==> config.mk <==
export PLATFORM = sky130hd
export DESIGN_NAME = serial_fa_adder
export DESIGN_NICKNAME = d
export VERILOG_FILES = /design/src/rtl/serial_fa_adder.sv
export SDC_FILE = /design/constraint.sdc
export NUM_CORES = 1
export LEC_CHECK = 0
export ABC_AREA = 1
export BUFFER_PORTS_ARGS = -buffer_cell sky130_fd_sc_hd__buf_2
export CAP_MARGIN = 20
export CORE_ASPECT_RATIO = 2
export CORE_MARGIN = 1
export CORE_UTILIZATION = 47
export CTS_CLUSTER_SIZE = 10
export DETAILED_ROUTE_END_ITERATION = 8
export GPL_TIMING_DRIVEN = 0
export PLACE_DENSITY_LB_ADDON = 0.1
export SYNTH_ARGS = -nofsm -noshare
export SYNTH_HDL_FRONTEND = slang
export SYNTH_SLANG_ARGS = --single-unit
export TNS_END_PERCENT = 1
==> constraint.sdc <==
create_clock -name clk -period 1.1 [get_ports clk]
set_input_delay 0.055 -clock clk [delete_from_list [all_inputs] [get_ports clk]]
set_output_delay 0.055 -clock clk [all_outputs]
set_load 0.01 [all_outputs]
==> src/rtl/serial_fa_adder.sv <==
// -----------------------------------------------------------------------------
// serial_fa_adder
//   Bit-serial WIDTH-bit adder controller. It drives one external 1-bit full
//   adder LSB-first, one bit per clock. The adder's sum/carry are captured each
//   cycle, so that {cout,sum} = a + b + cin is built up over WIDTH cycles.
//
// Ports
//   clk, rst           rising-edge clock, asynchronous active-high reset
//   start              add request, sampled only while idle
//   a, b, cin          operands and carry-in, captured when start is accepted
//   fa_a, fa_b, fa_cin drive the external full adder (all registered)
//   fa_sum, fa_carry   combinational results from the external full adder
//   busy               high while an add is in progress or being reported
//   done               one-cycle pulse: sum/cout are valid
//   sum, cout          result; held until the next accepted start
// -----------------------------------------------------------------------------
module serial_fa_adder #(
    parameter int WIDTH = 8,
    parameter int CW    = 4
) (
    input  logic             clk,
    input  logic             rst,
    input  logic             start,
    input  logic [WIDTH-1:0] a,
    input  logic [WIDTH-1:0] b,
    input  logic             cin,
    output logic             fa_a,
    output logic             fa_b,
    output logic             fa_cin,
    input  logic             fa_sum,
    input  logic             fa_carry,
    output logic             busy,
    output logic             done,
    output logic [WIDTH-1:0] sum,
    output logic             cout
);

    typedef enum logic [1:0] {
        S_IDLE = 2'd0,
        S_RUN  = 2'd1,
        S_DONE = 2'd2
    } state_t;

    localparam logic [CW-1:0] LAST_BIT = CW'(WIDTH - 1);

    state_t           state_q, state_d;
    logic [WIDTH-1:0] a_sh_q, a_sh_d;
    logic [WIDTH-1:0] b_sh_q, b_sh_d;
    logic             c_q, c_d;
    logic [CW-1:0]    cnt_q, cnt_d;
    logic [WIDTH-1:0] sum_q, sum_d;
    logic             cout_q, cout_d;
    logic             busy_q, busy_d;
    logic             done_q, done_d;

    always_comb begin
        state_d = state_q;
        a_sh_d  = a_sh_q;
        b_sh_d  = b_sh_q;
        c_d     = c_q;
        cnt_d   = cnt_q;
        sum_d   = sum_q;
        cout_d  = cout_q;

        case (state_q)
            S_IDLE: begin
                if (start) begin
                    a_sh_d  = a;
                    b_sh_d  = b;
                    c_d     = cin;
                    cnt_d   = '0;
                    sum_d   = '0;
                    state_d = S_RUN;
                end
            end
            S_RUN: begin
                // Zeros shift in from the top, so the operand registers are
                // empty once the last bit has been consumed.
                a_sh_d = a_sh_q >> 1;
                b_sh_d = b_sh_q >> 1;
                sum_d  = {fa_sum, sum_q[WIDTH-1:1]};
                if (cnt_q == LAST_BIT) begin
                    // Clearing the running carry here keeps fa_cin at 0
                    // outside RUN without any output gating.
                    cout_d  = fa_carry;
                    c_d     = 1'b0;
                    cnt_d   = '0;
                    state_d = S_DONE;
                end else begin
                    c_d   = fa_carry;
                    cnt_d = cnt_q + 1'b1;
                end
            end
            S_DONE: begin
                state_d = S_IDLE;
            end
            default: begin
                state_d = S_IDLE;
            end
        endcase

        // Status flags are registered from the next state so they line up
        // exactly with the state they describe.
        busy_d = (state_d != S_IDLE);
        done_d = (state_d == S_DONE);
    end

    always_ff @(posedge clk or posedge rst) begin
        if (rst) begin
            state_q <= S_IDLE;
            a_sh_q  <= '0;
            b_sh_q  <= '0;
            c_q     <= 1'b0;
            cnt_q   <= '0;
            sum_q   <= '0;
            cout_q  <= 1'b0;
            busy_q  <= 1'b0;
            done_q  <= 1'b0;
        end else begin
            state_q <= state_d;
            a_sh_q  <= a_sh_d;
            b_sh_q  <= b_sh_d;
            c_q     <= c_d;
            cnt_q   <= cnt_d;
            sum_q   <= sum_d;
            cout_q  <= cout_d;
            busy_q  <= busy_d;
            done_q  <= done_d;
        end
    end

    // Operand shift registers and the carry are zero outside RUN, so the
    // full-adder inputs come straight from flops.
    assign fa_a   = a_sh_q[0];
    assign fa_b   = b_sh_q[0];
    assign fa_cin = c_q;
    assign busy   = busy_q;
    assign done   = done_q;
    assign sum    = sum_q;
    assign cout   = cout_q;

endmodule
==> flow_summary.json, run 1 <==
{
  "status": "finished, violations left",
  "violations": "negative setup slack",
  "io_pins": 36,
  "vias": 1307,
  "first_pass_iters": 4,
  "antenna_cells": 0,
  "grt-ovfl-total": 0,
  "routabilityCongestion": 0.792,
  "start_util_pct": 49.2,
  "netlist_top_cells_area": "dfrtp_1, o21ai_0, nand2_1, nor2_1, o22ai_2",
  "tightestPinTransition_ns": 0.664,
  "cp_data_arrival_time_ns": 1.33,
  "endpoint_kind": "register",
  "yosys-top-cells-count": "dfrtp_1, nand2_1, nor2_1",
  "async_flop_share_pct": 100,
  "path_cells": "inv_4, nand2_8, buf_8, buf_12, nand3_1, nand2_1",
  "totalWireLength_um": 3710,
  "rows": 29,
  "slowest_stage": "dfrtp_1",
  "hold_slack_ns": 0.0297,
  "placed_cells": 230,
  "rsz0062_at_grt": "yes",
  "p_per_area_nw_per_um2": 3120,
  "drt_iter0_markers": 25,
  "leakagePower_nw": 1.05,
  "synthXorXnorAreaFrac_pct": 0,
  "hold_depth": 3,
  "setup_viol": 17,
  "ys_dominant_reg_cell": "dfrtp_1",
  "hold_viol": 0,
  "grt_pass1_wl_um": 5580,
  "cts-root-buf": "clkbuf_8",
  "io_buffers": 35,
  "crit_required_ns": 1.28,
  "synth_compound_area_share_pct": 17.5,
  "instances_no_fill": 245,
  "via_per_inst": 5.33,
  "reg2reg_depth": 6,
  "synth_cell_types": 19,
  "drive_gt1_share_pct": 37.4,
  "r2r_end": "cnt_q[2]",
  "synthSimpleGateAreaFrac_pct": 16.9,
  "cts_tree": "done",
  "synth.avg_cell_area_um2": 9.41,
  "synth_edf_count": 0,
  "synthAdderAreaFrac_pct": 0.816,
  "netlist.area_leader.share_pct": 55.5,
  "critPathKind": "reg -> reg",
  "fin_ws_ns": -0.0563,
  "fmax_mhz": 865,
  "dieArea_um2": 3510,
  "hp-start": "a[7]",
  "drv_cap": 0,
  "p_clk_share_pct": 16.4,
  "p_int_mw": 3.98,
  "netSwitchingFraction_pct": 39.0,
  "hold_path_end": "a_sh_q[7]",
  "pwr-share-comb_pct": 50.5,
  "synth_area_um2": 1530,
  "grt_use_total_pct": 21.5,
  "yosysWarnings": 0,
  "sequentialPowerShare_pct": 33.2,
  "clock_latency_ns": 0.29,
  "muxShareOfSynthArea_pct": 0,
  "startpoint_type": "register",
  "clkSlewWorstSetupHoldPaths_ns": 0.07,
  "synth_top_family_by_area": "compound AO/OA/AOI/OAI gates",
  "die-height_um": 82.8,
  "grt_max_degree": 21,
  "finalCritPeriodShare_pct": 105,
  "clock-sinks": 34,
  "dpl.hpwl_um": 2510,
  "slew_headroom_pct": 55.7,
  "fin_crit_ns": 1.16,
  "numCtsBuffers": 5,
  "total_power_mw": 6.52,
  "wl_per_cell_um": 15.1,
  "ctsHtreeMaxLevel": 2,
  "drc": 0,
  "yosys.area.top_type": "dfrtp_1",
  "drv_slew": 0,
  "r2r_start": "state_q[1]",
  "netlist_instances": 163,
  "ant_nets": 0,
  "fin_nets": 236,
  "fin_skew_ns": 0.00777,
  "grt_pass1_vias": 1325,
  "ir_drop_uv": 1930,
  "p_switching_mw": 2.54,
  "yosysMostFrequentCell": "dfrtp_1",
  "ys_seq_area_share_pct": 55.5,
  "antenna_found_initial": 0,
  "critical-path-max-stage-delay_ns": 0.40,
  "core_um2": 3120,
  "ys_seq_elements": 34,
  "clockBufferDepth": 2,
  "area_growth_pct": 36.3,
  "ff2ff_setup_slack_ns": -0.06,
  "crit_fanout": 6,
  "syn_nets": 186,
  "hold_class": "in -> reg",
  "die_w_um": 42.4
}
[critical path: cells and delay by family, from the launching register on]
family / cells / cell delay, ns
simple gates: 3 / 0.23
flops: 1 / 0.40
buf+inv: 3 / 0.41
[flip-flops by register name, indices dropped and copies added, names as in the netlist]
signal   count
busy         1
state_q      2
fa_cin       1
cout         1
a_sh_q       8
b_sh_q       8
done         1
sum          8
cnt_q        4
[cells by family (layout without fill, tap and decap cells)]
logic type	count (synthesis)	in the layout
buffers and inverters	26	77
DFF	34	34
and+or+nand+nor	59	59
adders and majority gates	1	1
AOI/OAI and AO/OA	43	43
[cells in the final DEF, fill, tap and decap left out, types with 3 or more instances in the layout]
cell type and count:
o21ai_1 13, o21ai_0 7, buf_8 3, buf_6 3, nor2_1 19, nand2_1 22, nand3_1 9, buf_2 35
a21oi_1 14, clkbuf_8 8, buf_4 4, dfrtp_1 33, o22ai_2 6, inv_1 15
[worst max-delay path by stage]
| stage | from | to | slack (ns) | cells past startpoint |
|---|---|---|---|---|
| 6_report | state_q[1] | cnt_q[2] | -0.06 | 6 |
| 2_1_floorplan | cnt_q[0] | state_q[0] | 0.01 | 6 |
| 3_5_place_dp | cnt_q[0] | state_q[0] | -0.27 | 6 |
| 3_3_place_gp | cnt_q[0] | state_q[0] | -0.22 | 6 |
| 5_1_grt | state_q[1] | cnt_q[2] | -0.09 | 6 |
| 4_1_cts | cnt_q[0] | state_q[0] | -0.05 | 6 |
[routing by layer]
layer | track usage, % | vias up | routed length [um] | part of all wire (%)
met5 | 0 | - | 0 | 0
met2 | 41.1 | 36 | 2170 | 59
met4 | 10.9 | 0 | 54 | 1.5
met1 | 21.6 | 637 | 1340 | 36
met3 | 4.11 | 6 | 133 | 3.6
li1 | - | 628 | - | -
[timing repair]
action / CTS / global route
hold endpoints to repair: 15 / 0
pin swaps: 3 / 8
endpoints found under the setup margin: 23 / 29
gates resized for setup: 16 / 24
buffers inserted: 3 / 0
cloned: 0 / 2
hold buffers: 2 / 0
[metrics by stage]
stage          setup TNS, ns  area, um2  setup slack (ns)  utilization [%]
3_3_place_gp           -5.69       1750            -0.217             56.0
3_5_place_dp           -1.21       1780            -0.274             56.9
2_1_floorplan              0       1530            0.0149                -
5_1_grt                -1.53       2090           -0.0850             67.0
4_1_cts               -0.229       1950           -0.0475             62.6
6_report              -0.488       2090           -0.0563             67.0
[layout make-up]
class | instances | area [um2]
well taps | 31 | 38.8
inverters | 18 | 82.6
plain buffers | 8 | 106
multi-input cells | 103 | 606
fillers | 268 | 1030
flip-flops and latches | 34 | 852
repair buffers | 43 | 295
clock buffers | 8 | 110
[power groups by stage]
| stage | Clock (mW) | Combinational [mW] | Sequential (mW) |
|---|---|---|---|
| after floorplan | 0 | 1.78 | 2.19 |
| after detailed placement | 0 | 2.58 | 2.14 |
| final | 1.07 | 3.29 | 2.16 |
| after global routing | 1.13 | 3.60 | 2.22 |
| after global placement | 0 | 2.47 | 2.11 |
| after CTS | 1.08 | 2.75 | 2.13 |
Power figures use the tool's default switching activity.
==> inputs of run 2 (changes only) <==
Settings changed: BUFFER_PORTS_ARGS -buffer_cell sky130_fd_sc_hd__buf_2 to -buffer_cell sky130_fd_sc_hd__buf_4.
==> flow_summary.json, run 2 (synthesis gave the netlist of run 1 again) <==
{
  "drv_slew": 0,
  "reg2reg_depth": 5,
  "grt-ovfl-total": 0,
  "dieArea_um2": 3510,
  "status": "finished, violations left",
  "cp.buffers_inverters": 3,
  "die_w_um": 42.4,
  "hold_depth": 3,
  "ir_drop_uv": 2140,
  "fin_skew_ns": 0.00339,
  "numCtsBuffers": 5,
  "startpoint_type": "register",
  "final_common_cell": "buf_4",
  "fillers": 240,
  "most-common-layout-cells": "buf_4, dfrtp_1, nand2_1",
  "crit_family": "buffers and inverters",
  "antenna_found_initial": 0,
  "core_um2": 3120,
  "cts-root-buf": "clkbuf_8",
  "fmax_mhz": 878,
  "routabilityCongestion": 0.791,
  "crit_start": "state_q[1]",
  "critical-path-max-stage-delay_ns": 0.40,
  "path_cells": "inv_4, nand2_8, buf_8, clkbuf_16, o22ai_2",
  "drt_iter0_markers": 21,
  "violations": "negative setup slack",
  "antenna_cells": 0,
  "totalWireLength_um": 3810,
  "hold_viol": 0,
  "clockBufferDepth": 2,
  "first_pass_iters": 4,
  "rsz0062_at_grt": "yes",
  "start_util_pct": 49.2,
  "finalCritPeriodShare_pct": 104,
  "grt_max_degree": 21,
  "r2r_end": "sum[2]",
  "tns_ns": -0.326,
  "regArea_um2": 851,
  "ctsHtreeMaxLevel": 2,
  "leakagePower_nw": 1.08,
  "clock-sinks": 34,
  "crit_required_ns": 1.31,
  "cts_tree": "done",
  "fin_crit_ns": 1.14,
  "die-height_um": 82.8,
  "p_per_area_nw_per_um2": 3030,
  "grt_pass1_wl_um": 6010,
  "via_per_inst": 5.32,
  "endpoint_kind": "register",
  "tightestPinTransition_ns": 0.670,
  "drc": 0,
  "rows": 29,
  "slew_headroom_pct": 55.3,
  "ant_nets": 0,
  "ff2ff_setup_slack_ns": -0.04,
  "io_pins": 36,
  "area_growth_pct": 42.4,
  "drv_cap": 0,
  "total_power_mw": 6.61,
  "hold_class": "in -> reg",
  "grt_use_total_pct": 23.2,
  "crit_fanout": 6,
  "dpl.hpwl_um": 2570,
  "pre_cts_slack_ns": -0.246,
  "setup_viol": 16,
  "critPathKind": "reg -> reg",
  "io_buffers": 35,
  "wl_per_cell_um": 15.2,
  "cp_data_arrival_time_ns": 1.35,
  "clock_latency_ns": 0.28,
  "hp-start": "a[7]",
  "slowest_stage": "dfrtp_1",
  "fin_ws_ns": -0.0387,
  "multi_input_area_um2": 603,
  "clkSlewWorstSetupHoldPaths_ns": 0.06,
  "hold_path_end": "a_sh_q[7]",
  "r2r_start": "state_q[1]",
  "fin_nets": 242,
  "drive_gt1_share_pct": 39.3,
  "grt_pass1_vias": 1337,
  "vias": 1331
}
[run 2: cell types whose count changed in the layout (fill, tap and decap cells not counted), sizes merged]
cell and delta:
clkinv -1, inv +1, clkbuf -1, buf +6
[run 2: through the flow]
stage                     instances  cell area [um2]  hold WS, ns  util (%)
after floorplan                 163             1530        0.182         -
after global placement          229             1840        0.274      58.8
after detailed placement        230             1860        0.185      59.7
after CTS                       243             2010       0.0264      64.4
after global routing            250             2180       0.0442      70.0
final                           250             2180       0.0231      70.0
[run 2: power by group]
part	switching [mW]	leakage, nW	total, mW	internal, mW
clock	0.420	0.0383	0.855	0.435
sequential	0.354	0.426	2.16	1.80
combinational	1.79	0.617	3.60	1.81
[run 2: layer usage]
layer / track usage (%) / wire (um) / part of all wire [%] / up-vias
li1: - / - / - / 637
met3: 4.76 / 133 / 3.5 / 10
met2: 44.9 / 2250 / 59 / 38
met4: 9.69 / 103 / 2.7 / 0
met5: 0 / 0 / 0 / -
met1: 23.5 / 1320 / 35 / 646
[run 2: what timing repair did]
item	in CTS	in global routing
hold endpoints to repair	15	0
endpoints found under the setup margin	20	32
pin swaps	2	8
cloned	0	2
gates resized for setup	13	30
hold buffers	2	0
buffers inserted	4	5
[run 2: layout make-up]
cell class	count	area share [%]
Sequential cell	34	38.9
Buffer	8	4.87
Multi-Input combinational cell	103	27.6
Inverter	18	3.55
Tap cell	31	1.78
Timing Repair Buffer	49	19.8
Clock buffer	7	3.49
[run 2: worst min-delay path: cells and delay by family]
family                 cells  cell delay, ns
buffers and inverters      2            0.15
AO/OA/AOI/OAI              1            0.07
[run 2: how the worst max path moves through the flow]
stage            endpoint  slack, ns  depth (start not counted)
6_report           sum[2]      -0.04                          5
5_1_grt        state_q[0]      -0.09                          6
4_1_cts              cout      -0.03                          6
3_5_place_dp   state_q[0]      -0.25                          6
3_3_place_gp   state_q[0]      -0.21                          6
2_1_floorplan  state_q[0]       0.01                          6
